## src/rtl/uart_tx_pkg.sv

```systemverilog
// Shared definitions for the UART transmit path: frame FSM states and Mux4x1 select codes.
package uart_tx_pkg;

    typedef enum logic [2:0] {
        ST_IDLE,
        ST_START,
        ST_DATA,
        ST_PARITY,
        ST_STOP
    } tx_state_e;

    // Select codes driven into the registered 4:1 line mux
    localparam logic [1:0] MUX_SEL_START = 2'b00;
    localparam logic [1:0] MUX_SEL_IDLE  = 2'b01;
    localparam logic [1:0] MUX_SEL_DATA  = 2'b10;
    localparam logic [1:0] MUX_SEL_PAR   = 2'b11;

endpackage

```

## src/rtl/uart_tx_serializer.sv

```systemverilog
// Data shift register plus bit counter; bit 0 is the current serial bit.
// ser_done_o flags the last data bit (counter == DATA_WIDTH-1); counter never wraps past it.
module uart_tx_serializer #(
    parameter int DATA_WIDTH = 8
) (
    input  logic                  clk_i,
    input  logic                  rst_i,
    input  logic                  load_i,
    input  logic                  shift_i,
    input  logic [DATA_WIDTH-1:0] data_i,
    output logic                  ser_bit_o,
    output logic                  ser_done_o
);
    localparam int CNT_W = (DATA_WIDTH > 1) ? $clog2(DATA_WIDTH) : 1;
    localparam logic [CNT_W-1:0] CNT_LAST = CNT_W'(DATA_WIDTH - 1);

    logic [DATA_WIDTH-1:0] shreg_q, shreg_d;
    logic [CNT_W-1:0]      cnt_q, cnt_d;

    always_comb begin
        shreg_d = shreg_q;
        cnt_d   = cnt_q;
        if (load_i) begin
            shreg_d = data_i;
            cnt_d   = '0;
        end else if (shift_i) begin
            shreg_d = shreg_q >> 1;
            cnt_d   = cnt_q + CNT_W'(1);
        end
    end

    always_ff @(posedge clk_i or posedge rst_i) begin
        if (rst_i) begin
            shreg_q <= '0;
            cnt_q   <= '0;
        end else begin
            shreg_q <= shreg_d;
            cnt_q   <= cnt_d;
        end
    end

    assign ser_bit_o  = shreg_q[0];
    assign ser_done_o = (cnt_q == CNT_LAST);

endmodule

```

## src/rtl/uart_tx_frame_ctrl.sv

```systemverilog
// UART TX frame controller: start, LSB-first data, optional parity, stop; Moore outputs for Mux4x1.
// Define UART_TX_BACK2BACK_EN to accept a new word during STOP (zero idle cycles between frames).
module uart_tx_frame_ctrl
    import uart_tx_pkg::*;
#(
    parameter int DATA_WIDTH = 8
) (
    input  logic                  CLK,
    input  logic                  RST,
    input  logic [DATA_WIDTH-1:0] P_DATA,
    input  logic                  Data_Valid,
    input  logic                  PAR_EN,
    input  logic                  PAR_TYP,
    output logic                  SER_Data,
    output logic                  PAR_Bit,
    output logic [1:0]            Mux_Sel,
    output logic                  Busy
);
    tx_state_e  state_q;
    logic [1:0] mux_sel_q;
    logic       busy_q;
    logic       par_bit_q;
    logic       par_en_q;
    logic       accept;
    logic       shift;
    logic       ser_done;

`ifdef UART_TX_BACK2BACK_EN
    assign accept = Data_Valid && ((state_q == ST_IDLE) || (state_q == ST_STOP));
`else
    assign accept = Data_Valid && (state_q == ST_IDLE);
`endif

    // The last data bit is held rather than shifted so the counter stops at DATA_WIDTH-1
    assign shift = (state_q == ST_DATA) && !ser_done;

    uart_tx_serializer #(
        .DATA_WIDTH (DATA_WIDTH)
    ) u_serializer (
        .clk_i      (CLK),
        .rst_i      (RST),
        .load_i     (accept),
        .shift_i    (shift),
        .data_i     (P_DATA),
        .ser_bit_o  (SER_Data),
        .ser_done_o (ser_done)
    );

    always_ff @(posedge CLK or posedge RST) begin
        if (RST) begin
            state_q   <= ST_IDLE;
            mux_sel_q <= MUX_SEL_IDLE;
            busy_q    <= 1'b0;
            par_bit_q <= 1'b0;
            par_en_q  <= 1'b0;
        end else if (accept) begin
            state_q   <= ST_START;
            mux_sel_q <= MUX_SEL_START;
            busy_q    <= 1'b1;
            par_en_q  <= PAR_EN;
            par_bit_q <= (^P_DATA) ^ PAR_TYP;
        end else begin
            case (state_q)
                ST_START: begin
                    state_q   <= ST_DATA;
                    mux_sel_q <= MUX_SEL_DATA;
                    busy_q    <= 1'b1;
                end
                ST_DATA: begin
                    busy_q <= 1'b1;
                    if (ser_done) begin
                        if (par_en_q) begin
                            state_q   <= ST_PARITY;
                            mux_sel_q <= MUX_SEL_PAR;
                        end else begin
                            state_q   <= ST_STOP;
                            mux_sel_q <= MUX_SEL_IDLE;
                        end
                    end
                end
                ST_PARITY: begin
                    state_q   <= ST_STOP;
                    mux_sel_q <= MUX_SEL_IDLE;
                    busy_q    <= 1'b1;
                end
                ST_STOP: begin
                    state_q   <= ST_IDLE;
                    mux_sel_q <= MUX_SEL_IDLE;
                    busy_q    <= 1'b0;
                end
                default: begin
                    state_q   <= ST_IDLE;
                    mux_sel_q <= MUX_SEL_IDLE;
                    busy_q    <= 1'b0;
                end
            endcase
        end
    end

    assign Mux_Sel = mux_sel_q;
    assign Busy    = busy_q;
    assign PAR_Bit = par_bit_q;

endmodule
```

## config.mk

```make
export PLATFORM = sky130hd
export DESIGN_NAME = uart_tx_frame_ctrl
export DESIGN_NICKNAME = d
export VERILOG_FILES = /design/src/rtl/uart_tx_pkg.sv /design/src/rtl/uart_tx_serializer.sv /design/src/rtl/uart_tx_frame_ctrl.sv
export SDC_FILE = /design/constraint.sdc
export NUM_CORES = 1
export LEC_CHECK = 0
export ABC_AREA = 1
export BUFFER_PORTS_ARGS = -buffer_cell sky130_fd_sc_hd__buf_4
export CORE_UTILIZATION = 45
export CTS_CLUSTER_DIAMETER = 50
export CTS_CLUSTER_SIZE = 28
export DETAILED_ROUTE_END_ITERATION = 10
export PLACE_DENSITY_LB_ADDON = 0.25
export SYNTH_ARGS = -nofsm -noshare
export SYNTH_HDL_FRONTEND = slang
export SYNTH_HIERARCHICAL = 1
export SYNTH_SLANG_ARGS = --single-unit
```

## constraint.sdc

```tcl
create_clock -name CLK -period 1.4 [get_ports CLK]
set_input_delay 0 -clock CLK [delete_from_list [all_inputs] [get_ports CLK]]
set_output_delay 0 -clock CLK [all_outputs]
set_load 0.02 [all_outputs]
```

* After elaboration in Yosys (flattened, before gate mapping)
Cells that the tools add are included.
Word-level totals: output and inout port bits 5, bits in registers 19, bits of input ports 13
Operators by class: add/sub/neg operators 1, reductions and logical operators 7, equality and inequality tests 5, bitwise logic cells 1, muxes and demuxes 14
Operators with widths (count):
- $mux W8 | 2
- $mux W3 | 5
- $pmux W3 S3 | 1
- $reduce_xor A8 Y1 | 1
- $eq A3 B2 Y1 const B | 2
- $mux W2 | 3
- $pmux W2 S2 | 1
- $add A3 B1 Y3 const B | 1
- $eq A3 B1 Y1 const B | 1
- $eq A3 B3 Y1 const B | 1
- $logic_not A3 Y1 | 1
- $ne A3 B3 Y1 const B | 1
- $reduce_or A3 Y1 | 1
- $logic_and A1 B1 Y1 | 2
- $mux W1 | 2
- $reduce_bool A2 Y1 | 1
- $logic_not A1 Y1 | 1
- $xor A1 B1 Y1 | 1

* Depth between registers and ports, before layout
Gate-level depths: netlist of run 1.
depth after elaboration 5, gate-level depth with buffers 11, depth with buffers taken out 10

* Hierarchy
Netlist of run 1, hierarchy kept.
By module, submodules not included:
- uart_tx_serializer | cells an instance 59, times used 1, area an instance 520.5 um2, seq. area each 275.3 um2
- uart_tx_frame_ctrl | cells an instance 69, times used 1, area an instance 500.5 um2, seq. area each 201.4 um2

* Worst setup path after synthesis of run 1
Ideal clock, no wire load.
path type reg-to-reg, from reg u_serializer.cnt_q[0], to reg u_serializer.shreg_q[0], data arrival time 1.390 ns, stages on the path, launching flop included 10, clock period less this slack 1.514 ns, setup slack -0.114 ns, required time 1.276 ns, setup time 0.124 ns, cells stage by stage dfrtp_1 > ha_1 > ha_1 > or2_1 > buf_6 > clkinv_4 > nor2_4 > buf_6 > nand2_1 > nand3_1
On the way: longest elaborated chain between the ends 4
Ends and longest elaborated chain:
- from (decl) | RTL line uart_tx_serializer.sv:18 | logic [CNT_W-1:0] cnt_q, cnt_d;
- from (signal assigned) | RTL line uart_tx_serializer.sv:38 | cnt_q <= cnt_d;
- $eq A3 B3 Y1 | RTL line uart_tx_serializer.sv:43 | assign ser_done_o = (cnt_q == CNT_LAST);
- net ser_done | RTL line uart_tx_frame_ctrl.sv:26 | logic ser_done;
- $logic_not A1 Y1 | RTL line uart_tx_frame_ctrl.sv:35 | assign shift = (state_q == ST_DATA) && !ser_done;
- $logic_and A1 B1 Y1 | RTL line uart_tx_frame_ctrl.sv:35
- net shift | RTL line uart_tx_frame_ctrl.sv:25 | logic shift;
- $reduce_bool A2 Y1 (no source line)
- to (signal assigned) | RTL line uart_tx_serializer.sv:37 | shreg_q <= shreg_d;
- to (decl) | RTL line uart_tx_serializer.sv:17 | logic [DATA_WIDTH-1:0] shreg_q, shreg_d;
The timed path passes the listed nets, and every way through them passes these cells. A chain may end at the register's enable or synchronous reset.

* Worst setup path in the final report of run 1
from reg u_serializer.cnt_q[1], to reg mux_sel_q[1] (netlist: Mux_Sel[1])
On the way: longest elaborated chain between the ends 2
Ends and longest elaborated chain:
- $eq A3 B3 Y1 | RTL line uart_tx_serializer.sv:43
- net ser_done | RTL line uart_tx_frame_ctrl.sv:26
- $ne A3 B3 Y1 (no source line)
- to (signal assigned) | RTL line uart_tx_frame_ctrl.sv:52 | mux_sel_q <= MUX_SEL_IDLE;
- to (signal assigned) | RTL line uart_tx_frame_ctrl.sv:58 | mux_sel_q <= MUX_SEL_START;
- to (signal assigned) | RTL line uart_tx_frame_ctrl.sv:66 | mux_sel_q <= MUX_SEL_DATA;
- to (decl) | RTL line uart_tx_frame_ctrl.sv:20 | logic [1:0] mux_sel_q;
The timed path passes the listed nets, and every way through them passes these cells.

==> results of run 1 <==
-- through the flow --
stage	setup TNS, ns	worst slack [ns]	instance area, µm²
after floorplan	-0.518	-0.0565	1030
after global placement	0	0.0158	1180
after detailed placement	-0.268	-0.0358	1180
after CTS	-0.110	-0.0196	1320
after global routing	-0.813	-0.0740	1330
final	0	0.00224	1330
-- cells in the mapped netlist (all sizes together) --
master  instances
nand4           1
clkinv          1
inv            17
nor3            1
xnor2           2
xor2            2
nand2          48
nand3          20
dfstp           1
a21oi           1
o21ai           4
or2             1
nor2            4
dfrtp          18
buf             4
nand3b          1
ha              2
-- tightest hold or removal path, cell delays in order --
cell and delay, ns:
buf_4 0.11, nand4_1 0.12, buf_4 0.14, nand3b_1 0.07
-- metal layers --
metal,vias up,part of all wire [%]
met5,-,0
met2,22,51
met3,2,2.9
met1,415,45
li1,468,-
met4,0,1.3
-- cells by family (layout without fill, tap and decap cells) --
kind of cell    after synthesis  count (layout)  share of synthesized area [%]
xor+xnor                      4               4                           3.43
fa+ha+maj                     2               2                           2.45
simple gates                 76              77                           33.1
compound gates                5               5                           3.19
buf+inv                      22              54                           11.2
flops                        19              19                           46.7
-- worst min path at each step --
| stage | from | to | slack [ns] | cells after the start |
|---|---|---|---|---|
| final | Data_Valid | Busy$_DFF_PP0_ | 0.19 | 4 |
| after global routing | Data_Valid | par_en_q$_DFFE_PP0P_ | 0.20 | 5 |
| after CTS | Data_Valid | Busy$_DFF_PP0_ | 0.16 | 4 |
| after detailed placement | RST | Mux_Sel[1]$_DFFE_PP0P_ | -0.02 | 2 |
| after global placement | RST | Mux_Sel[1]$_DFFE_PP0P_ | -0.03 | 2 |
| after floorplan | RST | Busy$_DFF_PP0_ | -0.19 | 1 |
-- registers in the layout, summed over array words and instances, names as in the netlist --
name	count
Busy	1
Mux_Sel	2
PAR_Bit	1
par_en_q	1
state_q	3
u_serializer/cnt_q	3
u_serializer/shreg_q	8
-- repair_timing --
item	CTS	global route
setup endpoints to repair	15	16
cloned	2	0
gates resized for setup	2	4
endpoints found under the hold margin	28	0
hold buffers	10	0
pin swaps	1	0
-- power by group --
group / total [mW] / internal (mW) / leakage (nW) / switching, mW
Combinational: 1.27 / 0.524 / 0.472 / 0.744
Sequential: 0.962 / 0.814 / 0.240 / 0.148
Clock: 0.266 / 0.111 / 0.0150 / 0.156
Total: 2.50 / 1.45 / 0.727 / 1.05
-- final cells by class --
cell class	count	area, µm²	area share, %
clock buffer	4	26.3	1.98
timing repair inverter	1	5.00	0.377
tap	27	33.8	2.55
multi-input combinational	88	454	34.2
timing repair buffer	31	258	19.4
sequential	19	477	35.9
inverter	18	72.6	5.47
==> summary.md, run 1 <==
| Metric | Value |
|---|---|
| Run status | `finished clean` |
| Final core occ | `65.0%` |
| CP Max Fanout | `5` |
| Most frequent cells in the layout | `nand2_1, buf_4, nand3_1` |
| CP endpoint kind | `flop` |
| Worst-Margin Slew | `0.423 ns` |
| NumNets Final | `about 180` |
| Routing usage on met3 | `2.78%` |
| Worst R2R End | `Mux_Sel[1]$_DFFE_PP0P_` |
| Drt first pass iters | `5` |
| Critical Path AT | `1.58 ns` |
| Max incr delay on CP | `0.41 ns` |
| Top cells by area, synth | `dfrtp_1, nand2_1, nand3_1` |
| Hold WC Path Type | `primary input to flop` |
| VDD IR max | `0.903 mV` |
| Crit path launch | `u_serializer/cnt_q[1]$_DFFE_PP0P_` |
| Cell total after placement | `between 150 and 200` |
| Top delay family on crit path | `flip-flops` |
| Cell depth of the worst setup path | `6` |
| Die X | `49.6 µm` |
| Starting DRC count in detailed routing | `23` |
| Port bufs | `17` |
| Via density | `between 4 and 5` |
| Post-CTS setup buffer count | `0` |
| Remaining DRCs | `0` |
| Share of cells above drive strength 1 | `25.5%` |
| Synthesized net count | `143` |
| Cell Rows | `16` |
| Final setup violation count | `0` |
| M2 GR Usage | `36.7%` |
| H-tree depth | `1` |
| Worst r2r path cells | `6` |
| Slew HR | `between 70 and 80%` |
| RSZ-0062 raised after global routing | `yes` |
| CTS max path bufs | `2` |
| Commonest non-fill, non-tap cell in the layout | `nand2_1` |
| Top Ports | `18` |
| Seq cells post-synth | `19` |
| Final ANT Viol Nets | `0` |
| Clock skew | `about 0.0029 ns` |
| Layout area overhead | `29.9%` |
| Core area | `2040 µm²` |
| Most frequent CP cell | `ha_2` |
| Clk sinks | `19` |
| Setup crit start kind | `flop` |
| Initial Util | `about half` |
| Sequential-to-total area share from yosys stat | `a little under half` |
| Pwr/cell area | `1880 nW/µm²` |
| Initial antenna violation count | `0` |
| Clock Latency Late Sink | `just under 0.3 ns` |
| Area leader, netlist | `dfrtp_1` |
| Max-Cap Viols | `0` |
| Hold Fails Final Rpt | `0` |
| PnR Total Power | `2.50 mW` |
| All-Layer GR Usage | `between 20 and 25%` |
| Slew Viols, Final | `0` |
| Critical path class | `flop to flop` |
| Die area | `2460 µm²` |
| Via count | `907` |
| CP bufs+invs | `1` |
| Distinct cells, synth | `24` |
| Synth top area share | `~44%` |
| CTS Buf Count | `3` |
| ANT cells | `0` |
| Fin crit period | `1.40 ns` |
| Routed len/inst | `~11 µm` |
| Lkg Pwr | `0.727 nW` |
| Crit path cell chain | `ha_2, ha_2, or2_4, buf_4, o21ai_2, nand2_1` |
| CP endpoint | `Mux_Sel[1]$_DFFE_PP0P_` |
| Global placement routability congestion | `0.825` |
| Slowest CP cell | `dfrtp_1` |
| Mapped Cells | `~130` |
| Number of non-filler instances in the completed layout | `roughly 190` |
| Vias in the first global route | `~900` |
| WL final | `2030 µm` |
| R2r setup slk | `0.002 ns` |
| Hpwl dp | `between 1000 and 1500 µm` |
| Met1 usage | `around 23%` |
| Syn avg cell area | `7.98 µm²` |
| Clk Tree Root Cell | `clkbuf_4` |
| Largest net degree at the start of global routing | `12` |
| Worst R2R Start | `u_serializer/cnt_q[1]$_DFFE_PP0P_` |
| Fill cells | `178` |
| GR peak layer | `met2` |
| Worst hold margin | `0.188 ns` |
| Reg clk slew, reported paths | `0.10 ns` |
| Fmax | `approximately 0.72 GHz` |
| CTS tree | `yes` |
| Synthesized cell area | `1020 µm²` |
| GRT overflow | `0` |
| Final period utilization | `99.8%` |
| First-pass GRT wire length | `3720 µm` |
| Synth Warn # | `6` |
| Die Y | `49.6 µm` |
| WP data required | `1.58 ns` |
Note: power is estimated with default switching activity, not from simulation.
==> run 2: changes to the inputs <==
--- a/config.mk
+++ b/config.mk
@@ -7,11 +7,13 @@
 export LEC_CHECK = 0
 export ABC_AREA = 1
 export BUFFER_PORTS_ARGS = -buffer_cell sky130_fd_sc_hd__buf_4
-export CORE_UTILIZATION = 45
+export CORE_UTILIZATION = 48
+export CTS_BUF_LIST = sky130_fd_sc_hd__clkbuf_16
 export CTS_CLUSTER_DIAMETER = 50
 export CTS_CLUSTER_SIZE = 28
 export DETAILED_ROUTE_END_ITERATION = 10
 export PLACE_DENSITY_LB_ADDON = 0.25
+export SKIP_CTS_REPAIR_TIMING = 1
 export SYNTH_ARGS = -nofsm -noshare
 export SYNTH_HDL_FRONTEND = slang
 export SYNTH_HIERARCHICAL = 1
==> run 2 against run 1 <==
Compared with the run above: the flow now finishes with violations (negative hold slack, negative setup slack); non-clock buffer count down 5; register-to-register slack got worse by 0.06 ns; cell area grew 0.38%; sequential cell count unchanged; count of clock-buffer cells in the layout down 1; worst hold slack worse by 0.20 ns; clock power increased by 120%; maximum frequency shrank 4.1%; worst setup slack got worse by 0.060 ns; power is 15% higher; utilization up 2.2 points; global-route usage fell by 0.35 points; critical path type unchanged; largest cell class unchanged; largest power group unchanged.
==> summary.md, run 2 (synthesis results as in run 1) <==
| Metric | Value |
|---|---|
| Clk pwr share | `20.4% (+9.7 points)` |
| Vias in the first global route | `726 (-22%)` |
| Sequential share of power | `33.4% (-5.1 points)` |
| Share of cells above drive strength 1 | `28.2% (+2.7 points)` |
| Final period utilization | `104% (+4.3 points)` |
| Drt first pass iters | `4 (-1)` |
| Port bufs | `17 (unchanged)` |
| Cell Rows | `16 (unchanged)` |
| Final worst setup slack | `-0.0577 ns (-0.0599 ns)` |
| NumNets Final | `172 (-2.8%)` |
| Largest net degree at the start of global routing | `13 (+1)` |
| Slew HR | `62.9% (-8.7 points)` |
| Layout area overhead | `30.4%` |
| Largest register FFs | `8 (unchanged)` |
| Worst R2R Start | `u_serializer/cnt_q[0]$_DFFE_PP0P_` |
| Critical Path AT | `1.65 ns (+0.07 ns)` |
| CTS max path bufs | `2 (unchanged)` |
| Remaining DRCs | `0 (unchanged)` |
| Multi-input gate area in the final layout | `457 µm² (+0.55%)` |
| Most frequent CP cell | `ha_2` |
| GRT overflow | `0 (unchanged)` |
| Max incr delay on CP | `0.39 ns (-0.02 ns)` |
| Lkg Pwr | `0.737 nW (+1.3%)` |
| Clk Tree Root Cell | `clkbuf_16` |
| Pwr/cell area | `2170 nW/µm² (+15%)` |
| Clock skew | `0.00192 ns (-0.000980 ns)` |
| CP Max Fanout | `6 (+1)` |
| Via density | `4.89 (+1.4%)` |
| Final core occ | `67.2% (+2.2 points)` |
| Most frequent cells in the layout | `nand2_1, buf_4, nand3_1` |
| HP Start | `P_DATA[6]` |
| FF/Latch Area | `477 µm² (unchanged)` |
| Die X | `48.1 µm (-3.0%)` |
| WP data required | `1.59 ns (about the same)` |
| Internal power | `1.75 mW (+21%)` |
| Die Y | `48.1 µm (-3.0%)` |
| Comb pwr share | `46.2% (-4.6 points)` |
| Via count | `895 (-1.3%)` |
| Failing checks | `negative hold slack, negative setup slack` |
| Hold Fails Final Rpt | `2 (+2)` |
| Reg with most FFs | `u_serializer/shreg_q` |
| Die area | `2320 µm² (-6.0%)` |
| H-tree depth | `1 (unchanged)` |
| Fin crit period | `1.46 ns (+0.0599 ns)` |
| RSZ-0062 raised after global routing | `yes` |
| Crit path cell chain | `ha_2, ha_2, or2_4, clkinv_4, buf_4, nand3_1, nand2_1` |
| WL final | `2010 µm (-0.74%)` |
| Reg clk slew, reported paths | `0.05 ns (-0.05 ns)` |
| Switching Power | `1.13 mW (+7.6%)` |
| Fill cells | `147 (-17%)` |
| Number of non-filler instances in the completed layout | `183 (-2.7%)` |
| Final setup violation count | `6 (+6)` |
| Max-Cap Viols | `0 (unchanged)` |
| Slowest CP cell | `dfrtp_1` |
| Switching share of power | `39.1% (-2.9 points)` |
| ANT cells | `0 (unchanged)` |
| Clk sinks | `19 (unchanged)` |
| Final ANT Viol Nets | `0 (unchanged)` |
| Commonest non-fill, non-tap cell in the layout | `nand2_1` |
| CP bufs+invs | `2 (+1)` |
| Hold WC Path Type | `primary input to flop` |
| Fmax | `0.686 GHz (-4.1%)` |
| All-Layer GR Usage | `19.8% (-0.35 points)` |
| Biggest registers after layout | `u_serializer/shreg_q x8, state_q x3, u_serializer/cnt_q x3` |
| Top Ports | `18 (unchanged)` |
| CP endpoint kind | `flop` |
| Routed len/inst | `11.0 µm (+2.0%)` |
| Starting DRC count in detailed routing | `19 (-17%)` |
| Run status | `finished with violations` |
| Cell total after placement | `172 (unchanged)` |
| Worst hold margin | `-0.0119 ns (-0.200 ns)` |
| Worst-Margin Slew | `0.553 ns (+0.130 ns)` |
| Critical path class | `flop to flop` |
| Setup crit start kind | `flop` |
| Global placement routability congestion | `0.757 (-8.3%)` |
| Hpwl dp | `1410 µm (-1.6%)` |
| VDD IR max | `1.11 mV (+23%)` |
| Core area | `1980 µm² (-2.9%)` |
| Clock Latency Late Sink | `0.25 ns (-0.04 ns)` |
| Initial Util | `51.5% (+1.5 points)` |
| Initial antenna violation count | `0 (unchanged)` |
| First-pass GRT wire length | `2990 µm (-20%)` |
| Top delay family on crit path | `simple AND/OR/NAND/NOR gates` |
| Crit path launch | `u_serializer/cnt_q[0]$_DFFE_PP0P_` |
| CTS Buf Count | `3 (unchanged)` |
| CTS tree | `yes` |
| Slew Viols, Final | `0 (unchanged)` |
## run 2: cell types whose count changed in the layout (fill, tap and decap cells not counted), sizes merged
| cell | delta |
|---|---|
| clkbuf | -1 |
| clkinv | +1 |
| dlygate4sd3 | -7 |
| buf | +2 |
## run 2: metal layers
layer | routed length [µm] | vias up | part of all wire (%) | GRT usage (%)
li1 | - | 454 | - | -
met5 | 0 | - | 0 | 0
met3 | 66 | 5 | 3.3 | 4.44
met2 | 978 | 27 | 49 | 30.5
met4 | 60 | 0 | 3.0 | 12.2
met1 | 908 | 409 | 45 | 25.2
## run 2: power groups by stage
stage	clock (mW)	sequential (mW)	combinational, mW
floorplan	0	1.02	0.839
global placement	0	0.960	1.12
detailed placement	0	0.968	1.16
CTS	0.592	0.961	1.16
global route	0.610	0.990	1.50
finish	0.588	0.964	1.33
## run 2: per-stage QoR
stage	cell area (µm²)	setup TNS [ns]	setup WS (ns)	power (mW)
6_report	1330	-0.145	-0.0577	2.88
3_5_place_dp	1180	-0.146	-0.0269	2.13
4_1_cts	1260	-0.286	-0.0412	2.71
5_1_grt	1330	-0.669	-0.0881	3.10
2_1_floorplan	1030	-0.518	-0.0565	1.86
3_3_place_gp	1180	0	0.0212	2.08
## run 2: area by class of cell
class                   instances  area share, %
clock buffers                   3           5.64
clock inverters                 1          0.376
inverters                      18           5.45
multi-input cells              88           34.3
flip-flops and latches         19           35.8
well taps                      27           2.54
repair buffers                 26           15.5
repair inverters                1          0.376
## run 2: path summary, 6_finish.rpt
kind / to / slack, ns / cells past startpoint
worst max-delay path: u_serializer/cnt_q[2]$_DFFE_PP0P_ / -0.06 / 7
worst min-delay path: u_serializer/shreg_q[6]$_DFFE_PP0P_ / -0.01 / 3
worst max register to register: u_serializer/cnt_q[2]$_DFFE_PP0P_ / -0.06 / 7
worst min register to register: Mux_Sel[0]$_DFFE_PP1P_ / 0.47 / 2
max in group asynchronous: u_serializer/cnt_q[2]$_DFFE_PP0P_ / 0.80 / 3
min in group asynchronous: state_q[0]$_DFFE_PP0P_ / 0.26 / 3
## run 2: worst reg2reg max path, stage by stage, from the launching register on
cell and delay, ns:
dfrtp_1 0.39, ha_2 0.19, ha_2 0.16, or2_4 0.28
clkinv_4 0.09, buf_4 0.12, nand3_1 0.08, nand2_1 0.08
